===== src/rtl/prf_wr_arbiter_if.sv =====
// Write-back request side and bank write-strobe side of the PRF write arbiter.
// The bank strobes also serve as the PR-ready/forward broadcast.
interface prf_wr_arbiter_if #(
   parameter int PRF_WR_COUNT   = 8,
   parameter int PRF_BANK_COUNT = 4,
   parameter int PR_COUNT       = 128,
   parameter int XLEN           = 64
);
   localparam int LOG_PR_COUNT = $clog2(PR_COUNT);
   localparam int BANK_W       = $clog2(PRF_BANK_COUNT);
   localparam int SRC_W        = $clog2(PRF_WR_COUNT);

   logic [PRF_WR_COUNT-1:0]                     wr_valid_by_wr;
   logic [PRF_WR_COUNT-1:0][LOG_PR_COUNT-1:0]   wr_PR_by_wr;
   logic [PRF_WR_COUNT-1:0][XLEN-1:0]           wr_data_by_wr;
   logic [PRF_WR_COUNT-1:0]                     wr_ready_by_wr;

   logic [PRF_BANK_COUNT-1:0]                          bank_wr_valid_by_bank;
   logic [PRF_BANK_COUNT-1:0][LOG_PR_COUNT-BANK_W-1:0] bank_wr_upper_PR_by_bank;
   logic [PRF_BANK_COUNT-1:0][XLEN-1:0]                bank_wr_data_by_bank;
   logic [PRF_BANK_COUNT-1:0][SRC_W-1:0]               bank_wr_src_by_bank;

   modport master (
      output wr_valid_by_wr, wr_PR_by_wr, wr_data_by_wr,
      input  wr_ready_by_wr,
      input  bank_wr_valid_by_bank, bank_wr_upper_PR_by_bank,
             bank_wr_data_by_bank, bank_wr_src_by_bank
   );

   modport slave (
      input  wr_valid_by_wr, wr_PR_by_wr, wr_data_by_wr,
      output wr_ready_by_wr,
      output bank_wr_valid_by_bank, bank_wr_upper_PR_by_bank,
             bank_wr_data_by_bank, bank_wr_src_by_bank
   );
endinterface


===== src/rtl/prf_wr_arbiter.sv =====
// Per-requester input FIFOs feeding one round-robin arbiter per PRF bank;
// winners become registered single-port bank write strobes.
module prf_wr_arbiter #(
   parameter int PRF_WR_COUNT             = 8,
   parameter int PRF_BANK_COUNT           = 4,
   parameter int PRF_WR_INPUT_BUFFER_SIZE = 2,
   parameter int PR_COUNT                 = 128,
   parameter int XLEN                     = 64
) (
   input  logic            CLK,
   input  logic            nRST,
   prf_wr_arbiter_if.slave bus_if
);
   localparam int LOG_PR = $clog2(PR_COUNT);
   localparam int BANK_W = $clog2(PRF_BANK_COUNT);
   localparam int ROW_W  = LOG_PR - BANK_W;
   localparam int SRC_W  = $clog2(PRF_WR_COUNT);
   localparam int DEPTH  = PRF_WR_INPUT_BUFFER_SIZE;
   localparam int PTR_W  = (DEPTH > 1) ? $clog2(DEPTH) : 1;
   localparam int OCC_W  = $clog2(DEPTH + 1);

   typedef logic [PTR_W-1:0] ptr_t;
   typedef logic [OCC_W-1:0] occ_t;
   typedef logic [SRC_W-1:0] src_t;

   logic [LOG_PR-1:0] fifo_pr_q   [PRF_WR_COUNT][DEPTH];
   logic [XLEN-1:0]   fifo_data_q [PRF_WR_COUNT][DEPTH];

   ptr_t [PRF_WR_COUNT-1:0] head_q, head_d, tail_q, tail_d;
   occ_t [PRF_WR_COUNT-1:0] occ_q, occ_d;
   src_t [PRF_BANK_COUNT-1:0] rr_ptr_q, rr_ptr_d;

   logic [PRF_BANK_COUNT-1:0]            bank_valid_q, bank_valid_d;
   logic [PRF_BANK_COUNT-1:0][ROW_W-1:0] bank_upper_q, bank_upper_d;
   logic [PRF_BANK_COUNT-1:0][XLEN-1:0]  bank_data_q, bank_data_d;
   src_t [PRF_BANK_COUNT-1:0]            bank_src_q, bank_src_d;

   logic [PRF_WR_COUNT-1:0]             ready, enq, deq;
   logic [PRF_WR_COUNT-1:0][LOG_PR-1:0] head_pr;
   logic [PRF_WR_COUNT-1:0][XLEN-1:0]   head_data;
   logic [PRF_BANK_COUNT-1:0]           gnt_valid;
   src_t [PRF_BANK_COUNT-1:0]           gnt_src;

   function automatic ptr_t ptr_inc(ptr_t p);
      return (p == ptr_t'(DEPTH - 1)) ? '0 : p + ptr_t'(1);
   endfunction

   // Ready looks only at registered occupancy, so a full FIFO refuses even
   // when its head leaves this cycle; this keeps valid->ready acyclic.
   always_comb begin
      for (int i = 0; i < PRF_WR_COUNT; i++) begin
         ready[i]     = occ_q[i] < occ_t'(DEPTH);
         enq[i]       = bus_if.wr_valid_by_wr[i] & ready[i];
         head_pr[i]   = fifo_pr_q[i][head_q[i]];
         head_data[i] = fifo_data_q[i][head_q[i]];
      end
   end

   always_comb begin
      logic found;
      src_t cand;
      // NOTE: every always_comb output gets a default before any conditional
      // assignment; a missing default on some path infers a latch.
      gnt_valid = '0;
      gnt_src   = '0;
      deq       = '0;
      found     = 1'b0;
      cand      = '0;
      for (int b = 0; b < PRF_BANK_COUNT; b++) begin
         found = 1'b0;
         for (int k = 0; k < PRF_WR_COUNT; k++) begin
            cand = src_t'((int'(rr_ptr_q[b]) + k) % PRF_WR_COUNT);
            if (!found && occ_q[cand] != '0 &&
                head_pr[cand][BANK_W-1:0] == BANK_W'(b)) begin
               found        = 1'b1;
               gnt_valid[b] = 1'b1;
               gnt_src[b]   = cand;
            end
         end
         if (found) deq[gnt_src[b]] = 1'b1;
      end
   end

   always_comb begin
      for (int i = 0; i < PRF_WR_COUNT; i++) begin
         head_d[i] = deq[i] ? ptr_inc(head_q[i]) : head_q[i];
         tail_d[i] = enq[i] ? ptr_inc(tail_q[i]) : tail_q[i];
         occ_d[i]  = occ_q[i];
         if (enq[i] && !deq[i])      occ_d[i] = occ_q[i] + occ_t'(1);
         else if (!enq[i] && deq[i]) occ_d[i] = occ_q[i] - occ_t'(1);
      end
      for (int b = 0; b < PRF_BANK_COUNT; b++) begin
         bank_valid_d[b] = gnt_valid[b];
         rr_ptr_d[b]     = rr_ptr_q[b];
         bank_upper_d[b] = bank_upper_q[b];
         bank_data_d[b]  = bank_data_q[b];
         bank_src_d[b]   = bank_src_q[b];
         if (gnt_valid[b]) begin
            rr_ptr_d[b]     = (gnt_src[b] == src_t'(PRF_WR_COUNT - 1)) ? '0
                                                                       : gnt_src[b] + src_t'(1);
            bank_upper_d[b] = head_pr[gnt_src[b]][LOG_PR-1:BANK_W];
            bank_data_d[b]  = head_data[gnt_src[b]];
            bank_src_d[b]   = gnt_src[b];
         end
      end
   end

   // NOTE: FIFO storage is deliberately not reset; occupancy gates every read,
   // so stale entries are never observed and the array stays plain RAM.
   always_ff @(posedge CLK) begin
      for (int i = 0; i < PRF_WR_COUNT; i++) begin
         if (enq[i]) begin
            fifo_pr_q[i][tail_q[i]]   <= bus_if.wr_PR_by_wr[i];
            fifo_data_q[i][tail_q[i]] <= bus_if.wr_data_by_wr[i];
         end
      end
   end

   // NOTE: state registers use non-blocking assignments only, so every flop
   // samples the same pre-edge values regardless of statement order.
   always_ff @(posedge CLK or negedge nRST) begin
      if (!nRST) begin
         head_q       <= '0;
         tail_q       <= '0;
         occ_q        <= '0;
         rr_ptr_q     <= '0;
         bank_valid_q <= '0;
         bank_upper_q <= '0;
         bank_data_q  <= '0;
         bank_src_q   <= '0;
      end else begin
         head_q       <= head_d;
         tail_q       <= tail_d;
         occ_q        <= occ_d;
         rr_ptr_q     <= rr_ptr_d;
         bank_valid_q <= bank_valid_d;
         bank_upper_q <= bank_upper_d;
         bank_data_q  <= bank_data_d;
         bank_src_q   <= bank_src_d;
      end
   end

   assign bus_if.wr_ready_by_wr           = ready;
   assign bus_if.bank_wr_valid_by_bank    = bank_valid_q;
   assign bus_if.bank_wr_upper_PR_by_bank = bank_upper_q;
   assign bus_if.bank_wr_data_by_bank     = bank_data_q;
   assign bus_if.bank_wr_src_by_bank      = bank_src_q;
endmodule

===== src/flat_wrapper.sv =====
// flat-port wrapper written by rule: the top's interface ports become plain ports
module prf_wr_arbiter_flat 
#(
   parameter int PRF_WR_COUNT             = 8,
   parameter int PRF_BANK_COUNT           = 4,
   parameter int PRF_WR_INPUT_BUFFER_SIZE = 2,
   parameter int PR_COUNT                 = 128,
   parameter int XLEN                     = 64
)
  (CLK, nRST, bus_if_wr_valid_by_wr, bus_if_wr_PR_by_wr, bus_if_wr_data_by_wr, bus_if_wr_ready_by_wr, bus_if_bank_wr_valid_by_bank, bus_if_bank_wr_upper_PR_by_bank, bus_if_bank_wr_data_by_bank, bus_if_bank_wr_src_by_bank);
  prf_wr_arbiter_if #(.PRF_WR_COUNT(PRF_WR_COUNT), .PRF_BANK_COUNT(PRF_BANK_COUNT), .PR_COUNT(PR_COUNT), .XLEN(XLEN)) bus_if_i ();
  input  logic CLK;
  input  logic nRST;
  input wire logic [$bits(bus_if_i.wr_valid_by_wr)-1:0] bus_if_wr_valid_by_wr;
  input wire logic [$bits(bus_if_i.wr_PR_by_wr)-1:0] bus_if_wr_PR_by_wr;
  input wire logic [$bits(bus_if_i.wr_data_by_wr)-1:0] bus_if_wr_data_by_wr;
  output wire logic [$bits(bus_if_i.wr_ready_by_wr)-1:0] bus_if_wr_ready_by_wr;
  output wire logic [$bits(bus_if_i.bank_wr_valid_by_bank)-1:0] bus_if_bank_wr_valid_by_bank;
  output wire logic [$bits(bus_if_i.bank_wr_upper_PR_by_bank)-1:0] bus_if_bank_wr_upper_PR_by_bank;
  output wire logic [$bits(bus_if_i.bank_wr_data_by_bank)-1:0] bus_if_bank_wr_data_by_bank;
  output wire logic [$bits(bus_if_i.bank_wr_src_by_bank)-1:0] bus_if_bank_wr_src_by_bank;
  assign bus_if_i.wr_valid_by_wr = bus_if_wr_valid_by_wr;
  assign bus_if_i.wr_PR_by_wr = bus_if_wr_PR_by_wr;
  assign bus_if_i.wr_data_by_wr = bus_if_wr_data_by_wr;
  assign bus_if_wr_ready_by_wr = bus_if_i.wr_ready_by_wr;
  assign bus_if_bank_wr_valid_by_bank = bus_if_i.bank_wr_valid_by_bank;
  assign bus_if_bank_wr_upper_PR_by_bank = bus_if_i.bank_wr_upper_PR_by_bank;
  assign bus_if_bank_wr_data_by_bank = bus_if_i.bank_wr_data_by_bank;
  assign bus_if_bank_wr_src_by_bank = bus_if_i.bank_wr_src_by_bank;
  prf_wr_arbiter #(.PRF_WR_COUNT(PRF_WR_COUNT), .PRF_BANK_COUNT(PRF_BANK_COUNT), .PRF_WR_INPUT_BUFFER_SIZE(PRF_WR_INPUT_BUFFER_SIZE), .PR_COUNT(PR_COUNT), .XLEN(XLEN)) u_core (.CLK(CLK), .nRST(nRST), .bus_if(bus_if_i));
endmodule

===== config.mk =====
export PLATFORM = sky130hd
export DESIGN_NAME = prf_wr_arbiter_flat
export DESIGN_NICKNAME = d
export VERILOG_FILES = /design/src/rtl/prf_wr_arbiter_if.sv /design/src/rtl/prf_wr_arbiter.sv /design/src/flat_wrapper.sv
export SDC_FILE = /design/constraint.sdc
export NUM_CORES = 2
export LEC_CHECK = 0
export CORE_MARGIN = 4
export CORE_UTILIZATION = 30
export CTS_BUF_LIST = sky130_fd_sc_hd__clkbuf_4
export DETAILED_ROUTE_END_ITERATION = 10
export PLACE_DENSITY = 0.48
export SLEW_MARGIN = 5
export SYNTH_ARGS = -nofsm -noshare
export SYNTH_HDL_FRONTEND = slang
export SYNTH_SLANG_ARGS = --single-unit

===== constraint.sdc =====
create_clock -name CLK -period 5.4 [get_ports CLK]
set_input_delay 0.81 -clock CLK [delete_from_list [all_inputs] [get_ports CLK]]
set_output_delay 0.81 -clock CLK [all_outputs]
set_load 0.05 [all_outputs]

==> flow_summary.json <==
{
  "synth_edf_count": 1136,
  "multiInputGateArea_sq_um": 30700,
  "grt_setup_unrepaired": "false",
  "synthArstFlopShare_pct": 22.8,
  "die_h_um": 510,
  "gp_congestion": 1.00,
  "portBuffers": 877,
  "critPathKind": "flip-flop to flip-flop",
  "synth_top_area_cell": "edfxtp_1",
  "clk_pin_slew_ns": 0.07,
  "setup_viol": 0,
  "yosys_warnings": 0,
  "firstDrtPassIters": 8,
  "worst_pin_slew_ns": 1.51,
  "violations": "capacitance limit, slew limit",
  "post-route-period-util_pct": 98.5,
  "ys_ff_latch": 1472,
  "ff_latch_area_sq_um": 42600,
  "r2r_start": "u_core.head_q[0]",
  "grt_overflow": 0,
  "crit_arrival_ns": 6.65,
  "clkSinkCount": 1472,
  "critPathLaunch": "u_core.head_q[0]",
  "yosysTopAreaCellShare_pct": 45.1,
  "synth_flop_cell": "edfxtp_1",
  "vias_per_cell": 5.86,
  "grt_first_pass_wirelength_um": 612000,
  "r2r_end": "u_core.bus_if.bank_wr_data_by_bank[191]",
  "cts-htree-levels": 5,
  "cp-start-kind": "flip-flop",
  "drt_iter0_markers": 7827,
  "drive_gt1_share_pct": 20.5,
  "r2r_slack_ns": 0.08,
  "fin_util_pct": 40.7,
  "antenna_found_initial": 70,
  "synth_area_leaders": "edfxtp_1 45%, dfrtp_1 11%, mux2i_1 5.6%",
  "syn_inst": 6475,
  "start_util_pct": 30.1,
  "cp_max_fo": 67,
  "outcome": "finished with violations",
  "syn_to_final_growth_pct": 35.2,
  "rr_worst_depth": 14,
  "finalCriticalPeriod_ns": 5.32,
  "yosysMostFrequentCell": "edfxtp_1",
  "drv_slew": 5,
  "synth_common_cells": "1136 x edfxtp_1, 545 x nor2_1, 498 x a211oi_1",
  "timing.critical_path.to_type": "flip-flop",
  "drv_cap": 1,
  "dp_hpwl_um": 349000,
  "numCtsBuffers": 432,
  "rows": 184,
  "slew_headroom_pct": -3.71,
  "grt_pass1_vias": 69700,
  "synth.yosys.seq_area_share_pct": 56.2,
  "grt_max_degree": 99,
  "synth.avg_cell_area_sq_um": 11.7,
  "die_w_um": 510,
  "wl_per_cell_um": 38.9,
  "clockBufferDepth": 4,
  "ant_nets": 0,
  "syn_area_sq_um": 75600,
  "syn_nets": 7072,
  "fmax_mhz": 188,
  "endpoint": "u_core.bus_if.bank_wr_data_by_bank[191]",
  "fin_skew_ns": 0.177,
  "drt_wl_total_um": 465000,
  "grt_util_all_layers_pct": 34.7,
  "cts_tree": "yes",
  "insertion_delay_ns": 1.50,
  "crit_required_ns": 6.73,
  "dieArea_sq_um": 260000,
  "fill_cells": 24100,
  "coreArea_sq_um": 251000,
  "vias": 70100,
  "drc": 0,
  "ios": 878,
  "hold_viol": 0,
  "hold_class": "input port to flip-flop",
  "cts_root_buf": "clkbuf_4",
  "final_nets": 8840,
  "synthDistinctLibCells": 101
}
cell type report:
class                           instances  share of cell area (%)
Antenna cell                           39                  0.0954
Clock buffer                          657                    4.82
Clock inverter                        110                   0.533
Inverter                               50                   0.206
Multi-Input combinational cell       4383                    30.1
Sequential cell                      1472                    41.6
Tap cell                             3348                    4.10
Timing Repair Buffer                 1904                    18.6
placed cells by master, fill, tap and decap left out, types with 26 or more instances in the layout:
cell type / instances
inv_1: 39
clkdlybuf4s50_1: 876
mux2_2: 350
a311oi_1: 47
o21ai_0: 296
nor2_1: 539
clkinv_1: 81
buf_4: 444
o32a_1: 33
dfrtp_1: 328
a221oi_1: 33
a211o_1: 27
buf_12: 104
o211ai_1: 195
nand3_1: 95
a211oi_1: 498
nor3_1: 183
a21oi_1: 411
diode_2: 39
and3_1: 26
mux2i_1: 408
mux4_2: 42
nand4_1: 35
o22ai_1: 40
a32oi_1: 32
nor4_1: 33
o32ai_1: 60
edfxtp_1: 1136
a22oi_1: 60
dlygate4sd3_1: 478
clkbuf_4: 657
nand2_1: 446
xnor2_1: 29
worst max-delay path, stage by stage (launching register included):
cell      delay [ns]
dfrtp_4         0.49
mux2_2          0.40
nor3_2          0.76
a22oi_1         0.37
mux4_2          0.64
o211ai_1        0.29
a31oi_2         0.22
a32oi_4         0.41
nor2_4          0.15
inv_8           0.18
buf_12          0.36
a211oi_1        0.14
a211oi_1        0.58
buf_4           0.22
nor3_1          0.04
routing by layer:
metal  GRT usage (%)  vias up  wire length (um)
li1                -    29200                 -
met1            36.2    34900            156000
met2            57.0     4428            218000
met3            8.83     1528             36900
met4            32.5       44             53500
met5               0        -               287
per-stage QoR:
stage	hold WS (ns)	cells	TNS, ns	setup WS, ns	instance area (sq um)
floorplan	0.455	6475	0	0.661	75600
global placement	0.460	10700	-9.49	-0.369	91800
detailed placement	0.470	10700	-6.69	-0.301	91800
CTS	0.000375	11900	0	0.109	102000
global route	-0.0194	11900	0	0.0248	102000
finish	0.0834	12000	0	0.0808	102000
worst min-delay path by stage:
stage	from	to	depth (start not counted)
detailed placement	u_core.bus_if.bank_wr_src_by_bank[0]	u_core.bus_if.bank_wr_src_by_bank[0]	1
CTS	bus_if_wr_data_by_wr[494]	u_core.fifo_data_q[7][46]	1
floorplan	u_core.tail_q[0]	u_core.tail_q[0]	1
global placement	u_core.bus_if.bank_wr_src_by_bank[10]	u_core.bus_if.bank_wr_src_by_bank[10]	2
finish	bus_if_wr_data_by_wr[475]	u_core.fifo_data_q[7][27]	1
global route	bus_if_wr_data_by_wr[321]	u_core.fifo_data_q[5][1]	1
timing repair:
item                                   CTS  global route
endpoints found under the hold margin  961            36
setup endpoints to repair               61             4
resized for setup                        2             3
hold buffers                           459            19
buffers inserted                         0             0
state kept, by name, summed over array words and instances (netlist names), 11 cells and up, named ones only:
name	count
u_core.bus_if.bank_wr_data_by_bank	256
u_core.bus_if.bank_wr_src_by_bank	12
u_core.bus_if.bank_wr_upper_PR_by_bank	20
u_core.fifo_data_q	1024
u_core.fifo_pr_q	112
u_core.occ_q	16
u_core.rr_ptr_q	11
logic make-up after synthesis:
logic type	after synthesis	synth area share, %
compound gates	1971	18.1
simple gates	1529	9.14
flops	1472	56.2
mux	815	12.1
buf+inv	620	3.59
xor+xnor	49	0.567
fa+ha+maj	19	0.314
Power is not shown: default switching activity piles up to over one toggle a cycle in this logic, so the estimate is an artifact.
